`src/rtl/lab2_5_event_monitor_if.sv`:
```
// Handshake/report bundle between the sequence detector, the event monitor and
// the report consumer. The monitor is the slave; the surrounding logic is the master.
interface lab2_5_event_monitor_if #(
  parameter int CNT_W = 4
);
  logic             start;
  logic             stop;
  logic             z;
  logic             error;
  logic             D;
  logic             rpt_ready;
  logic [CNT_W-1:0] hit_count;
  logic [CNT_W-1:0] err_count;
  logic             d_last;
  logic             rpt_valid;
  logic             overrun;
  logic             alarm;
  logic             busy;

  modport master (
    output start, stop, z, error, D, rpt_ready,
    input  hit_count, err_count, d_last, rpt_valid, overrun, alarm, busy
  );

  modport slave (
    input  start, stop, z, error, D, rpt_ready,
    output hit_count, err_count, d_last, rpt_valid, overrun, alarm, busy
  );
endinterface

```
`src/rtl/lab2_5_event_monitor.sv`:
```
// Windowed event monitor: counts z rising edges and error cycles per WINDOW clocks
// and hands each window's result to a consumer over a valid/ready report interface.
//
//   state | meaning
//   ------+-------------------------------------------------------------
//   IDLE  | not counting; a pending report can still be drained
//   RUN   | counting windows back to back; busy=1
module lab2_5_event_monitor #(
  parameter int WINDOW    = 16,
  parameter int CNT_W     = 4,
  parameter int ERR_LIMIT = 3
) (
  input logic                    clock,
  input logic                    reset_n,
  lab2_5_event_monitor_if.slave  mon
);

  localparam int               WW    = $clog2(WINDOW);
  localparam logic [WW-1:0]    WLAST = WW'(WINDOW - 1);
  localparam logic [CNT_W-1:0] CMAX  = '1;
  localparam logic [31:0]      ELIM  = ERR_LIMIT;

  typedef enum logic {IDLE, RUN} state_t;

  state_t           state;
  logic [WW-1:0]    wcnt;
  logic [CNT_W-1:0] live_hit;
  logic [CNT_W-1:0] live_err;
  logic [CNT_W-1:0] hit_q;
  logic [CNT_W-1:0] err_q;
  logic             z_q;
  logic             d_last_q;
  logic             valid_q;
  logic             overrun_q;
  logic             alarm_q;
  logic             busy_q;

  logic             hit_ev;
  logic [CNT_W-1:0] hit_nxt;
  logic [CNT_W-1:0] err_nxt;
  logic             err_over;
  logic             xfer;
  logic             can_load;

  // Counts including the current cycle's events, saturated so a window end
  // reports exactly what the window saw.
  assign hit_ev   = mon.z & ~z_q;
  assign hit_nxt  = (live_hit == CMAX) ? CMAX : live_hit + CNT_W'(hit_ev);
  assign err_nxt  = (live_err == CMAX) ? CMAX : live_err + CNT_W'(mon.error);
  assign err_over = 32'(err_nxt) >= ELIM;
  assign xfer     = valid_q & mon.rpt_ready;
  assign can_load = ~valid_q | mon.rpt_ready;

  always_ff @(posedge clock or negedge reset_n) begin
    if (!reset_n) begin
      state     <= IDLE;
      wcnt      <= '0;
      live_hit  <= '0;
      live_err  <= '0;
      hit_q     <= '0;
      err_q     <= '0;
      z_q       <= 1'b0;
      d_last_q  <= 1'b0;
      valid_q   <= 1'b0;
      overrun_q <= 1'b0;
      alarm_q   <= 1'b0;
      busy_q    <= 1'b0;
    end else begin
      z_q <= mon.z;
      // A load at window end below overrides this clear.
      if (xfer) valid_q <= 1'b0;

      case (state)
        IDLE: begin
          if (mon.start) begin
            state     <= RUN;
            busy_q    <= 1'b1;
            wcnt      <= '0;
            live_hit  <= '0;
            live_err  <= '0;
            overrun_q <= 1'b0;
            alarm_q   <= 1'b0;
          end
        end

        RUN: begin
          if (mon.stop) begin
            // Partial window is abandoned; report registers are left alone.
            state  <= IDLE;
            busy_q <= 1'b0;
          end else begin
            if (err_over) alarm_q <= 1'b1;
            if (wcnt == WLAST) begin
              wcnt     <= '0;
              live_hit <= '0;
              live_err <= '0;
              if (can_load) begin
                hit_q    <= hit_nxt;
                err_q    <= err_nxt;
                d_last_q <= mon.D;
                valid_q  <= 1'b1;
              end else begin
                overrun_q <= 1'b1;
              end
            end else begin
              wcnt     <= wcnt + WW'(1);
              live_hit <= hit_nxt;
              live_err <= err_nxt;
            end
          end
        end

        default: state <= IDLE;
      endcase
    end
  end

  assign mon.hit_count = hit_q;
  assign mon.err_count = err_q;
  assign mon.d_last    = d_last_q;
  assign mon.rpt_valid = valid_q;
  assign mon.overrun   = overrun_q;
  assign mon.alarm     = alarm_q;
  assign mon.busy      = busy_q;

endmodule

```
`src/flat_wrapper.sv`:
```
// flat-port wrapper written by rule: the top's interface ports become plain ports
module lab2_5_event_monitor_flat 
#(
  parameter int WINDOW    = 16,
  parameter int CNT_W     = 4,
  parameter int ERR_LIMIT = 3
)
  (clock, reset_n, mon_start, mon_stop, mon_z, mon_error, mon_D, mon_rpt_ready, mon_hit_count, mon_err_count, mon_d_last, mon_rpt_valid, mon_overrun, mon_alarm, mon_busy);
  lab2_5_event_monitor_if #(.CNT_W(CNT_W)) mon_i ();
  input logic clock;
  input logic reset_n;
  input wire logic [$bits(mon_i.start)-1:0] mon_start;
  input wire logic [$bits(mon_i.stop)-1:0] mon_stop;
  input wire logic [$bits(mon_i.z)-1:0] mon_z;
  input wire logic [$bits(mon_i.error)-1:0] mon_error;
  input wire logic [$bits(mon_i.D)-1:0] mon_D;
  input wire logic [$bits(mon_i.rpt_ready)-1:0] mon_rpt_ready;
  output wire logic [$bits(mon_i.hit_count)-1:0] mon_hit_count;
  output wire logic [$bits(mon_i.err_count)-1:0] mon_err_count;
  output wire logic [$bits(mon_i.d_last)-1:0] mon_d_last;
  output wire logic [$bits(mon_i.rpt_valid)-1:0] mon_rpt_valid;
  output wire logic [$bits(mon_i.overrun)-1:0] mon_overrun;
  output wire logic [$bits(mon_i.alarm)-1:0] mon_alarm;
  output wire logic [$bits(mon_i.busy)-1:0] mon_busy;
  assign mon_i.start = mon_start;
  assign mon_i.stop = mon_stop;
  assign mon_i.z = mon_z;
  assign mon_i.error = mon_error;
  assign mon_i.D = mon_D;
  assign mon_i.rpt_ready = mon_rpt_ready;
  assign mon_hit_count = mon_i.hit_count;
  assign mon_err_count = mon_i.err_count;
  assign mon_d_last = mon_i.d_last;
  assign mon_rpt_valid = mon_i.rpt_valid;
  assign mon_overrun = mon_i.overrun;
  assign mon_alarm = mon_i.alarm;
  assign mon_busy = mon_i.busy;
  lab2_5_event_monitor #(.WINDOW(WINDOW), .CNT_W(CNT_W), .ERR_LIMIT(ERR_LIMIT)) u_core (.clock(clock), .reset_n(reset_n), .mon(mon_i));
endmodule
```
`config.mk`:
```
export PLATFORM = sky130hd
export DESIGN_NAME = lab2_5_event_monitor_flat
export DESIGN_NICKNAME = d
export VERILOG_FILES = /design/src/rtl/lab2_5_event_monitor_if.sv /design/src/rtl/lab2_5_event_monitor.sv /design/src/flat_wrapper.sv
export SDC_FILE = /design/constraint.sdc
export NUM_CORES = 1
export LEC_CHECK = 0
export ABC_AREA = 0
export BUFFER_PORTS_ARGS = -buffer_cell sky130_fd_sc_hd__buf_2
export CORE_MARGIN = 1
export CORE_UTILIZATION = 58
export CTS_BUF_LIST = sky130_fd_sc_hd__clkbuf_16
export DETAILED_ROUTE_END_ITERATION = 12
export GPL_TIMING_DRIVEN = 0
export PLACE_DENSITY = 0.82
export SYNTH_ARGS = -nofsm -noshare
export SYNTH_HDL_FRONTEND = slang
export SYNTH_SLANG_ARGS = --single-unit
```
`constraint.sdc`:
```
create_clock -name clock -period 2.9 [get_ports clock]
set_input_delay 0.29 -clock clock [delete_from_list [all_inputs] [get_ports clock]]
set_output_delay 0.29 -clock clock [all_outputs]
set_load 0.01 [all_outputs]
```
# ---- Word level (Yosys, flattened, before mapping)
# Cells that the tools add are included.
dict set report classes {
  n_addsub 3
  magnitude_cmp 1
  eq_ne 9
  muxes 31
  bitwise 7
  n_reduce_logical 5
}
# op count
set ops {}
lappend ops {{4-bit two-way mux} 9}
lappend ops {{4-bit case mux with 2 select lines} 3}
lappend ops {{1-bit two-way mux} 15}
lappend ops {{4-bit == test (second input constant)} 3}
lappend ops {{2-bit inequality test (second input constant)} 6}
lappend ops {{4-bit by 1-bit adder with 4-bit output} 2}
lappend ops {{1-bit case mux with 2 select lines} 4}
lappend ops {{4-bit AND reduction} 2}
lappend ops {{4-bit by 1-bit adder with 4-bit output (second input constant)} 1}
lappend ops {{4-bit by 2-bit greater-or-equal comparator with 1-bit output (second input constant)} 1}
lappend ops {{1-bit inverter} 4}
lappend ops {{2-bit AND reduction} 2}
lappend ops {{3-bit AND reduction} 1}
lappend ops {{1-bit AND} 2}
lappend ops {{1-bit OR} 1}
dict set report word_totals {
  register_bits 27
  input_bits 8
  output_inout_bits 13
  wordCells 68
}

# ---- Logic depth before layout (Yosys ltp)
# Gate-level depths: netlist (run 1).
dict set report logic_depth {
  word_depth 7
  mapped_depth 7
  mapped_depth_nobuf 6
}

# ---- Worst setup path before layout (run 1)
# No wires, ideal clock.
dict set report synth_path {
  path_kind {register to register}
  from {reg u_core.wcnt[0]}
  to {reg u_core.d_last_q (netlist: u_core.mon.d_last)}
  setup_time_ps 125
  t_arrival_ps 1464
  t_required_ps 2775
  slack_ps 1311
  stages_incl_launch_ff 6
  n_path_buf 1
  synth_period_minus_slack_ps 1589
  path_cell_list {dfrtp_1 ha_1 nand3_1 or3b_1 buf_6 mux2_4}
}
dict set report synth_between {
  elab_chain_len 2
}
# item line
set synth_rtl {}
lappend synth_rtl {{start: declaration} lab2_5_event_monitor.sv:26} ;# logic [WW-1:0] wcnt;
lappend synth_rtl {{start signal: assignment} lab2_5_event_monitor.sv:106} ;# wcnt <= wcnt + WW'(1);
lappend synth_rtl {{4-bit == test} lab2_5_event_monitor.sv:93} ;# if (wcnt == WLAST) begin
lappend synth_rtl {{4-bit AND reduction (no source line)} n/a}
lappend synth_rtl {{end signal: assignment} lab2_5_event_monitor.sv:100} ;# d_last_q <= mon.D;
lappend synth_rtl {{end: declaration} lab2_5_event_monitor.sv:32} ;# logic d_last_q;
# No other way between the ends.
# A chain may end at the register's enable or synchronous reset.

# ---- Worst setup path in the final report (run 1)
dict set report layout_path {
  from {reg u_core.wcnt[0]}
  to {reg u_core.err_q[2] (netlist: u_core.mon.err_count[2])}
}
dict set report layout_between {
  elab_chain_len 2
}
# item line
set layout_rtl {}
lappend layout_rtl {{4-bit == test} lab2_5_event_monitor.sv:93}
lappend layout_rtl {{4-bit AND reduction (no source line)} n/a}
lappend layout_rtl {{end signal: assignment} lab2_5_event_monitor.sv:99} ;# err_q <= err_nxt;
lappend layout_rtl {{end: declaration} lab2_5_event_monitor.sv:30} ;# logic [CNT_W-1:0] err_q;
# No other way between the ends.

==> metrics.txt, run 1 <==
Slew HR between 60% and 70%; Synth Area in XOR/XNOR 0.6958%; Yosys warning count 0; Least-Margin Pin Slew 0.5694 ns; min-delay worst type in -> async; #FFs+latches synth 27; Async S/R FF share, synth 100.0%; initial core utilization 62.87%; clock slew at reported path FFs 0.07 ns; P_leak between 0.7 and 0.8 nW; core area 2002 sq um; synth cell count leaders dfrtp_1, nand2_1, o21ai_0, nor2_1, o21ai_1; top cells by area, synth dfrtp_1, nand2_1, ha_1; PostCTS Resize Cnt 0; first-pass GRT wire length 4202 um; pin count of the biggest net entering global routing 28; unique cell type count in the Yosys netlist 34; Clk network pwr share 34.5%; ANT nets after route 0; minimum clock period 1.732 ns; clock latency on the worst-skew pair between 0.2 and 0.3 ns; Worst Setup Start Kind register; switching part of the total power 26.94%; syn nets approximately 130; total power per unit cell area 610.0 nW/um^2; n_diodes 0; Clock Root Buffer clkbuf_16; DRT Wirelength 2480 um; layout cells sized above 1 22.92%; Worst Skew ~0.0069 ns; r2r worst-path depth 5; Final WS setup 1.168 ns; synthesized area around 1300 sq um; P_sw ~0.00024 W; status finished, final reports clean; Place WS 1.207 ns; gr ovfl total 0; top_reg_cell synth dfrtp_1; internal power 0.0006564 W; worst stage delay on the critical path 0.42 ns; HPWL after detailed placement 1694 um; Die ar. 2361 sq um; sequential share of the synthesized area 53.68%; drc violations 0; syn avg cell area 10.49 sq um; Slew Limit Fails 0; Post-CTS Hold Buffers 0; largest family of logic cells by synthesized area simple AND/OR/NAND/NOR gates; fin crit share 59.73%; Final Util 73.56%; worst path required time 3.04 ns; setup TNS 0 ns; CTS Buffer Depth 2; max-cap viol count 0; critical path endpoint category register; fin nets 158; CTS tree done; Initial DRT Pass Iterations 4; FMAX between 0.5 and 0.6 GHz; Post-CTS Setup Inserts 0; Hold Violations, Final 0; 1st-iter DRT viols 36; Crit-path slowest cell dfrtp_1; worst setup path class reg -> reg; vias in the first global route about 1000; post-synth top area share between 50% and 60%; Arr. time, crit path 1.88 ns; final setup fails 0; RSZ-0062 raised after global routing false; Comb power frac 15.2%; antenna violations before repair 0; register share of total power 50.3%; clk sinks 27; buffers plus inverters on the worst setup path 1; fraction of synthesized area in multiplexers 4.871%; reg2reg setup slack 1.17 ns; H-tree depth 1; DIE HEIGHT about 49 um; cells after synthesis 120; simple logic cell fraction of the synthesized area around 17%; Top delay family on crit path simple AND/OR/NAND/NOR gates; GPL Wtd Cong 0.8163; Crit Path Max Fanout 7; CTS Buf Count 3; number of port buffers 20; cell with the most instances after synthesis dfrtp_1; r2r startpoint u_core.wcnt[0]$_DFFE_PN0P_; worst r2r dst u_core.mon.err_count[2]$_DFFE_PN0P_; # rows 16; Die Width 48.59 um; Area growth syn-to-layout 17.00%; Compound-Gate Fraction of Synth Area 15.41%; Synth area leader dfrtp_1; CP Cell Sequence ha_1 > nand3_1 > or3b_1 > buf_6 > mux2_4; io pins 21; number of flops mapped to enable cells by yosys 0; GRT Total Usage about a quarter; DR WL/cell ~15 um; Synth Area in Adders 4.970%; Vias/cell 5.754; peak supply drop 0.4638 mV; routed vias 984
==> cell usage in the layout (no fill, tap or decap), types with 2 or more instances in the layout <==
cell type,n
o21ai_0,12
buf_2,21
a21oi_1,2
buf_6,2
clkbuf_16,3
nand2_1,17
and4_1,2
mux2i_1,2
a211oi_1,2
inv_1,3
dfrtp_1,27
nand2b_1,4
o21ai_1,7
a31oi_1,2
ha_1,5
mux2_4,2
nor2_1,9
nand3_1,4
==> flip-flops by register name, summed over array words and instances, names as in the netlist <==
name,count
u_core.live_err,4
u_core.live_hit,4
u_core.mon.err_count,4
u_core.mon.hit_count,4
u_core.wcnt,4
u_core.mon.alarm,1
u_core.mon.busy,1
u_core.mon.d_last,1
u_core.mon.overrun,1
u_core.mon.rpt_valid,1
u_core.state,1
u_core.z_q,1
==> through the flow <==
stage	std cells	power [W]	cell area, sq um	hold slack [ns]
floorplan	120	0.0005377	1259	-0.005591
global placement	167	0.0005803	1393	0.3178
detailed placement	167	0.0005883	1393	0.3265
CTS	171	0.0009018	1473	0.03785
global route	171	0.0009371	1473	0.06781
finish	171	0.0008984	1473	0.01687
==> final cells by class <==
| type | count | area (sq um) |
|---|---|---|
| clock inverters | 1 | 5.005 |
| well taps | 27 | 33.78 |
| multi-input cells | 86 | 540.5 |
| fillers | 145 | 529.3 |
| flip-flops and latches | 27 | 675.6 |
| repair buffers | 20 | 100.1 |
| plain buffers | 3 | 27.53 |
| clock buffers | 3 | 75.07 |
| inverters | 4 | 15.01 |
==> power groups by stage <==
| stage | sequential (W) | clock (W) | combinational, W |
|---|---|---|---|
| after detailed placement | 0.000455 | 0 | 0.000134 |
| after global routing | 0.000457 | 0.000327 | 0.000154 |
| after floorplan | 0.000452 | 0 | 0.0000860 |
| after CTS | 0.000450 | 0.000316 | 0.000136 |
| after global placement | 0.000453 | 0 | 0.000127 |
| final | 0.000452 | 0.000310 | 0.000137 |
==> cell families after synthesis <==
kind of cell | after synthesis
flip-flops | 27
adder cells (fa/ha/maj) | 5
XOR/XNOR | 1
buffers and inverters | 7
AO/OA/AOI/OAI | 32
multiplexers | 5
AND/OR/NAND/NOR | 43
==> how the worst max path moves through the flow <==
stage,startpoint,endpoint,slack (ns),depth (start not counted)
final,u_core.wcnt[0]$_DFFE_PN0P_,u_core.mon.err_count[2]$_DFFE_PN0P_,1.17,5
after global routing,u_core.live_err[0]$_DFFE_PN0P_,u_core.mon.alarm$_DFFE_PN0P_,1.10,5
after CTS,u_core.live_err[0]$_DFFE_PN0P_,u_core.mon.alarm$_DFFE_PN0P_,1.17,5
after detailed placement,u_core.wcnt[1]$_DFFE_PN0P_,u_core.mon.d_last$_DFFE_PN0P_,1.21,5
after global placement,u_core.wcnt[0]$_DFFE_PN0P_,u_core.mon.err_count[2]$_DFFE_PN0P_,1.22,5
after floorplan,u_core.wcnt[0]$_DFFE_PN0P_,u_core.mon.d_last$_DFFE_PN0P_,1.31,5
==> routing by layer <==
metal  vias up  global-route usage, %  routed length [um]
li1        474                      -                   -
met5         -                      0                   0
met2        27                  41.55                1221
met3         5                  3.459                  81
met4         0                  14.71                  51
met1       478                  27.10                1125
Power figures use the tool's default switching activity.
==> run 2, diff against run 1 <==
--- a/config.mk
+++ b/config.mk
@@ -8,11 +8,11 @@
 export ABC_AREA = 0
 export BUFFER_PORTS_ARGS = -buffer_cell sky130_fd_sc_hd__buf_2
 export CORE_MARGIN = 1
-export CORE_UTILIZATION = 58
+export CORE_UTILIZATION = 49
 export CTS_BUF_LIST = sky130_fd_sc_hd__clkbuf_16
 export DETAILED_ROUTE_END_ITERATION = 12
 export GPL_TIMING_DRIVEN = 0
-export PLACE_DENSITY = 0.82
+export PLACE_DENSITY = 0.74
 export SYNTH_ARGS = -nofsm -noshare
 export SYNTH_HDL_FRONTEND = slang
 export SYNTH_SLANG_ARGS = --single-unit
==> constraint.sdc (replaced) <==
create_clock -name clock -period 1.5 [get_ports clock]
set_input_delay 0.15 -clock clock [delete_from_list [all_inputs] [get_ports clock]]
set_output_delay 0.15 -clock clock [all_outputs]
set_load 0.01 [all_outputs]
==> run 2 against run 1 <==
The run now ends with negative setup slack left. Final area is 12% higher. Critical path depth is 1 lower. Final cell count is 7.0% higher. Via count is 4.7% higher. Critical path type unchanged.
==> metrics.txt, run 2 (synthesized netlist as in run 1, its figures left out) <==
fillers 173; ANT nets after route 0; worst r2r dst u_core.mon.d_last$_DFFE_PN0P_; H-tree depth 1; Die Width ~53 um; most common cell after layout, fill and taps aside dfrtp_1; DR WL/cell roughly 14 um; io pins 21; GPL Wtd Cong 0.8288; Arr. time, crit path 1.69 ns; Hold Path Sink u_core.mon.d_last$_DFFE_PN0P_; Initial DRT Pass Iterations 4; Final Util 67.07%; clock slew at reported path FFs 0.07 ns; Hold Violations, Final 0; max-cap viol count 0; vias in the first global route between 900 and 1000; Crit Path Max Fanout 6; critical path endpoint category register; failing checks negative setup slack; pin count of the biggest net entering global routing 28; min-delay src mon_D; Final WS setup -0.04036 ns; DIE HEIGHT about 53 um; number of port buffers 20; n_diodes 0; gr ovfl total 0; hold depth 2; P_leak 0.7852 nW; # rows 18; CTS Buffer Depth 2; reg2reg setup slack -0.04 ns; clock latency on the worst-skew pair 0.26 ns; Area growth syn-to-layout 30.82%; Slew Limit Fails 0; status complete, but fails checks; fin crit share 102.7%; HPWL after detailed placement 1685 um; initial core utilization 51.27%; min-delay worst type in -> reg; minimum clock period 1.540 ns; Vias/cell 5.628; DRT Wirelength 2566 um; worst path required time 1.65 ns; Worst Setup Start Kind register; Die ar. approximately 2800 sq um; Slew HR 60.70%; core area 2455 sq um; CTS Buf Count 3; RSZ-0062 raised after global routing true; worst setup path class reg -> reg; drc violations 0; fin nets 167; antenna violations before repair 0; Worst Skew 0.002967 ns; peak supply drop 0.7668 mV; clk sinks 27; routed vias 1030; Place WS -0.1739 ns; Clock Root Buffer clkbuf_16; total power per unit cell area 1129 nW/um^2; FMAX 0.6492 GHz; 1st-iter DRT viols 7; GRT Total Usage 21.38%; first-pass GRT wire length 4278 um; final setup fails 3; r2r worst-path depth 4; r2r startpoint u_core.wcnt[0]$_DFFE_PN0P_; Least-Margin Pin Slew 0.5894 ns; commonest cells after routing, fill and taps aside dfrtp_1, buf_2, o21ai_0; CTS tree done; layout cells sized above 1 37.91%
-- run 2: report_power, final --
part,switching (W),internal [W],leakage (nW),total (W)
registers,0.0000765,0.000796,0.364,0.000872
clock network,0.000256,0.000363,0.0371,0.000619
logic,0.000183,0.000185,0.384,0.000367
-- run 2: worst max path at each step --
| stage | cells after the start | slack, ns | from | end |
|---|---|---|---|---|
| finish | 4 | -0.04 | u_core.wcnt[0]$_DFFE_PN0P_ | u_core.mon.d_last$_DFFE_PN0P_ |
| detailed placement | 5 | -0.17 | u_core.wcnt[1]$_DFFE_PN0P_ | u_core.mon.err_count[2]$_DFFE_PN0P_ |
| CTS | 5 | -0.06 | u_core.wcnt[0]$_DFFE_PN0P_ | u_core.mon.d_last$_DFFE_PN0P_ |
| global placement | 5 | -0.15 | u_core.wcnt[1]$_DFFE_PN0P_ | u_core.mon.d_last$_DFFE_PN0P_ |
| floorplan | 5 | -0.07 | u_core.wcnt[0]$_DFFE_PN0P_ | u_core.mon.d_last$_DFFE_PN0P_ |
| global route | 4 | -0.07 | u_core.wcnt[0]$_DFFE_PN0P_ | u_core.mon.d_last$_DFFE_PN0P_ |
-- run 2: critical path, cell delays in order (launching register included) --
cell	delay, ns
dfrtp_1	0.42
ha_4	0.18
nand3_4	0.07
or3b_4	0.44
mux2_4	0.31
-- run 2: routing by layer --
metal  share of wire (%)  track usage (%)
met5                   0                0
met4                0.62            8.333
met3                 4.0            4.638
met2                  48            34.81
met1                  47            27.44
-- run 2: area by class of cell --
| cell class | count | area, sq um | area share [%] |
|---|---|---|---|
| sequential | 27 | 676.9 | 41.11 |
| multi-input combinational | 86 | 634.4 | 38.53 |
| timing repair buffer | 30 | 183.9 | 11.17 |
| clock buffer | 3 | 75.07 | 4.559 |
| tap | 30 | 37.54 | 2.280 |
| buffer | 2 | 16.27 | 0.9878 |
| inverter | 4 | 15.01 | 0.9119 |
| clock inverter | 1 | 7.507 | 0.4559 |
-- run 2: repair_timing --
| action | 4_1_cts | 5_1_grt |
|---|---|---|
| gates resized for setup | 3 | 17 |
| hold buffers | 2 | 0 |
| buffers inserted | 6 | 1 |
| cloned | 0 | 1 |
| pin swaps | 2 | 6 |
| endpoints found under the setup margin | 10 | 13 |
| endpoints found under the hold margin | 28 | 0 |
-- run 2: through the flow --
stage	instances	power [W]	TNS [ns]	instance area (sq um)	hold slack (ns)
final	183	0.001859	-0.07985	1647	0.1238
after global routing	183	0.001958	-0.3959	1647	0.1185
after floorplan	120	0.001048	-0.2420	1271	-0.1456
after global placement	170	0.001132	-1.047	1409	0.1823
after detailed placement	170	0.001145	-1.321	1409	0.1923
after CTS	182	0.001832	-0.2633	1587	0.1203
==> run 3, diff against run 2 <==
--- a/config.mk
+++ b/config.mk
@@ -8,11 +8,11 @@
 export ABC_AREA = 0
 export BUFFER_PORTS_ARGS = -buffer_cell sky130_fd_sc_hd__buf_2
 export CORE_MARGIN = 1
-export CORE_UTILIZATION = 49
+export CORE_UTILIZATION = 58
 export CTS_BUF_LIST = sky130_fd_sc_hd__clkbuf_16
 export DETAILED_ROUTE_END_ITERATION = 12
 export GPL_TIMING_DRIVEN = 0
-export PLACE_DENSITY = 0.74
+export PLACE_DENSITY = 0.82
 export SYNTH_ARGS = -nofsm -noshare
 export SYNTH_HDL_FRONTEND = slang
 export SYNTH_SLANG_ARGS = --single-unit
==> constraint.sdc (replaced) <==
create_clock -name clock -period 1.9 [get_ports clock]
set_input_delay 0.19 -clock clock [delete_from_list [all_inputs] [get_ports clock]]
set_output_delay 0.19 -clock clock [all_outputs]
set_load 0.01 [all_outputs]
==> run 3 against run 2 <==
The flow now finishes without violations. Combinational power decreased by 43%. Power decreased by 26%. Flip-flop and latch count unchanged. Register-to-register slack improved by 0.20 ns.
==> metrics.txt, run 3 (synthesized netlist as in run 1, its figures left out) <==
status finished, final reports clean; clock latency on the worst-skew pair 0.26 ns; number of port buffers 20; CP Cell Sequence ha_1 > ha_1 > a211oi_1 > a211oi_1 > a221o_1; core area 2002 sq um; CTS Buf Count 3; gr ovfl total 0; GRT Total Usage between 20% and 30%; HPWL after detailed placement roughly 1700 um; buffers plus inverters on the worst setup path 0; io pins 21; worst setup path class reg -> reg; initial core utilization 62.87%; RSZ-0062 raised after global routing false; CTS tree done; min-delay worst type in -> reg; r2r startpoint u_core.live_err[0]$_DFFE_PN0P_; pin count of the biggest net entering global routing 28; hold depth 1; peak supply drop approximately 0.71 mV; DR WL/cell 14.45 um; fin crit share 91.54%; Slew HR 61.76%; Crit Path Max Fanout 5; critical path endpoint category register; setup TNS 0 ns; antenna violations before repair 0; fin nets approximately 160; hold slack a little under 0.04 ns; P_leak 0.7413 nW; PostCTS Resize Cnt 0; Hold Path Sink u_core.z_q$_DFF_PN0_; Power, Total 0.001373 W; Area growth syn-to-layout 17.79%; reg2reg setup slack 0.16 ns; max-cap viol count 0; Clock Root Buffer clkbuf_16; Hold Violations, Final 0; Top delay family on crit path compound AO/OA/AOI/OAI gates; Die ar. 2361 sq um; Worst Skew roughly 0.007 ns; vias in the first global route 1007; Least-Margin Pin Slew 0.5736 ns; clock slew at reported path FFs approximately 0.070 ns; minimum clock period about 1.7 ns; grt met2 use a little over two fifths; worst r2r dst u_core.mon.alarm$_DFFE_PN0P_; worst path required time just over 2 ns; # rows 16; GR peak layer met2; M3 GR Usage 3.459%; DRT Wirelength 2485 um; total power per unit cell area 926.3 nW/um^2; Slew Limit Fails 0; final setup fails 0; 1st-iter DRT viols 39; drc violations 0; Initial DRT Pass Iterations 4; Arr. time, crit path 1.88 ns; H-tree depth 1; clk sinks 27; worst stage delay on the critical path ~0.43 ns; most common cell after layout, fill and taps aside dfrtp_1; first-pass GRT wire length roughly 4200 um; commonest cells after routing, fill and taps aside dfrtp_1, buf_2, nand2_1; CTS Buffer Depth 2; min-delay src mon_z; n_diodes 0; Die Width 48.59 um; met1 Track Usage GR 27.10%; r2r worst-path depth 5; Worst Setup Start Kind register; routed vias around 990; FMAX 0.5750 GHz; ANT nets after route 0; Post-CTS Setup Inserts 0; DIE HEIGHT 48.59 um; Vias/cell 5.762; Crit-path slowest cell dfrtp_1; layout cells sized above 1 22.76%; GPL Wtd Cong 0.8163
run 3: cell count changes in the layout (fill, tap and decap cells not counted), moves of 3 or more:
cell,previous run,this run
o21ai_2,3,0
nand2_1,10,17
o21ai_1,4,7
nand2_2,7,0
ha_4,3,0
buf_4,7,0
ha_1,2,5
run 3: worst max path at each step:
stage | endpoint | cells after the start | slack [ns] | start
after global routing | u_core.mon.alarm$_DFFE_PN0P_ | 5 | 0.10 | u_core.live_err[0]$_DFFE_PN0P_
after global placement | u_core.mon.err_count[2]$_DFFE_PN0P_ | 5 | 0.22 | u_core.wcnt[0]$_DFFE_PN0P_
after detailed placement | u_core.mon.d_last$_DFFE_PN0P_ | 5 | 0.21 | u_core.wcnt[1]$_DFFE_PN0P_
after floorplan | u_core.mon.d_last$_DFFE_PN0P_ | 5 | 0.31 | u_core.wcnt[0]$_DFFE_PN0P_
after CTS | u_core.mon.alarm$_DFFE_PN0P_ | 5 | 0.17 | u_core.live_err[0]$_DFFE_PN0P_
final | u_core.mon.alarm$_DFFE_PN0P_ | 5 | 0.16 | u_core.live_err[0]$_DFFE_PN0P_
run 3: layout make-up:
cell class / instances / area, sq um
Timing Repair Buffer: 21 / 110.1
Buffer: 3 / 27.53
Multi-Input combinational cell: 86 / 540.5
Clock inverter: 1 / 5.005
Clock buffer: 3 / 75.07
Inverter: 4 / 15.01
Tap cell: 27 / 33.78
Sequential cell: 27 / 675.6
Fill cell: 144 / 519.2
run 3: repair_timing:
action / in CTS / in global routing
hold endpoints to repair: 27 / 0
hold buffers: 1 / 0
setup endpoints to repair: 0 / 0
run 3: worst register-to-register path, stage by stage (launching register included):
cell      delay, ns
dfrtp_1        0.43
ha_1           0.23
ha_1           0.34
a211oi_1       0.25
a211oi_1       0.09
a221o_1        0.28
run 3: metal layers:
layer,part of all wire (%),up-vias,wire (um)
met5,0,-,0
met4,2.1,0,51
met3,3.1,5,78
met2,50,28,1239
met1,45,482,1115
li1,-,476,-
run 3: report_power, final:
part           internal, W  switching, W
Clock             0.000284      0.000190
Sequential        0.000628     0.0000618
Combinational    0.0000913      0.000119
run 3: stage by stage:
| step | cells | util [%] | area [sq um] | setup WS, ns |
|---|---|---|---|---|
| floorplan | 120 | - | 1259 | 0.3107 |
| global placement | 167 | 69.56 | 1393 | 0.2172 |
| detailed placement | 167 | 69.56 | 1393 | 0.2070 |
| CTS | 172 | 74.06 | 1483 | 0.1734 |
| global route | 172 | 74.06 | 1483 | 0.1007 |
| finish | 172 | 74.06 | 1483 | 0.1608 |
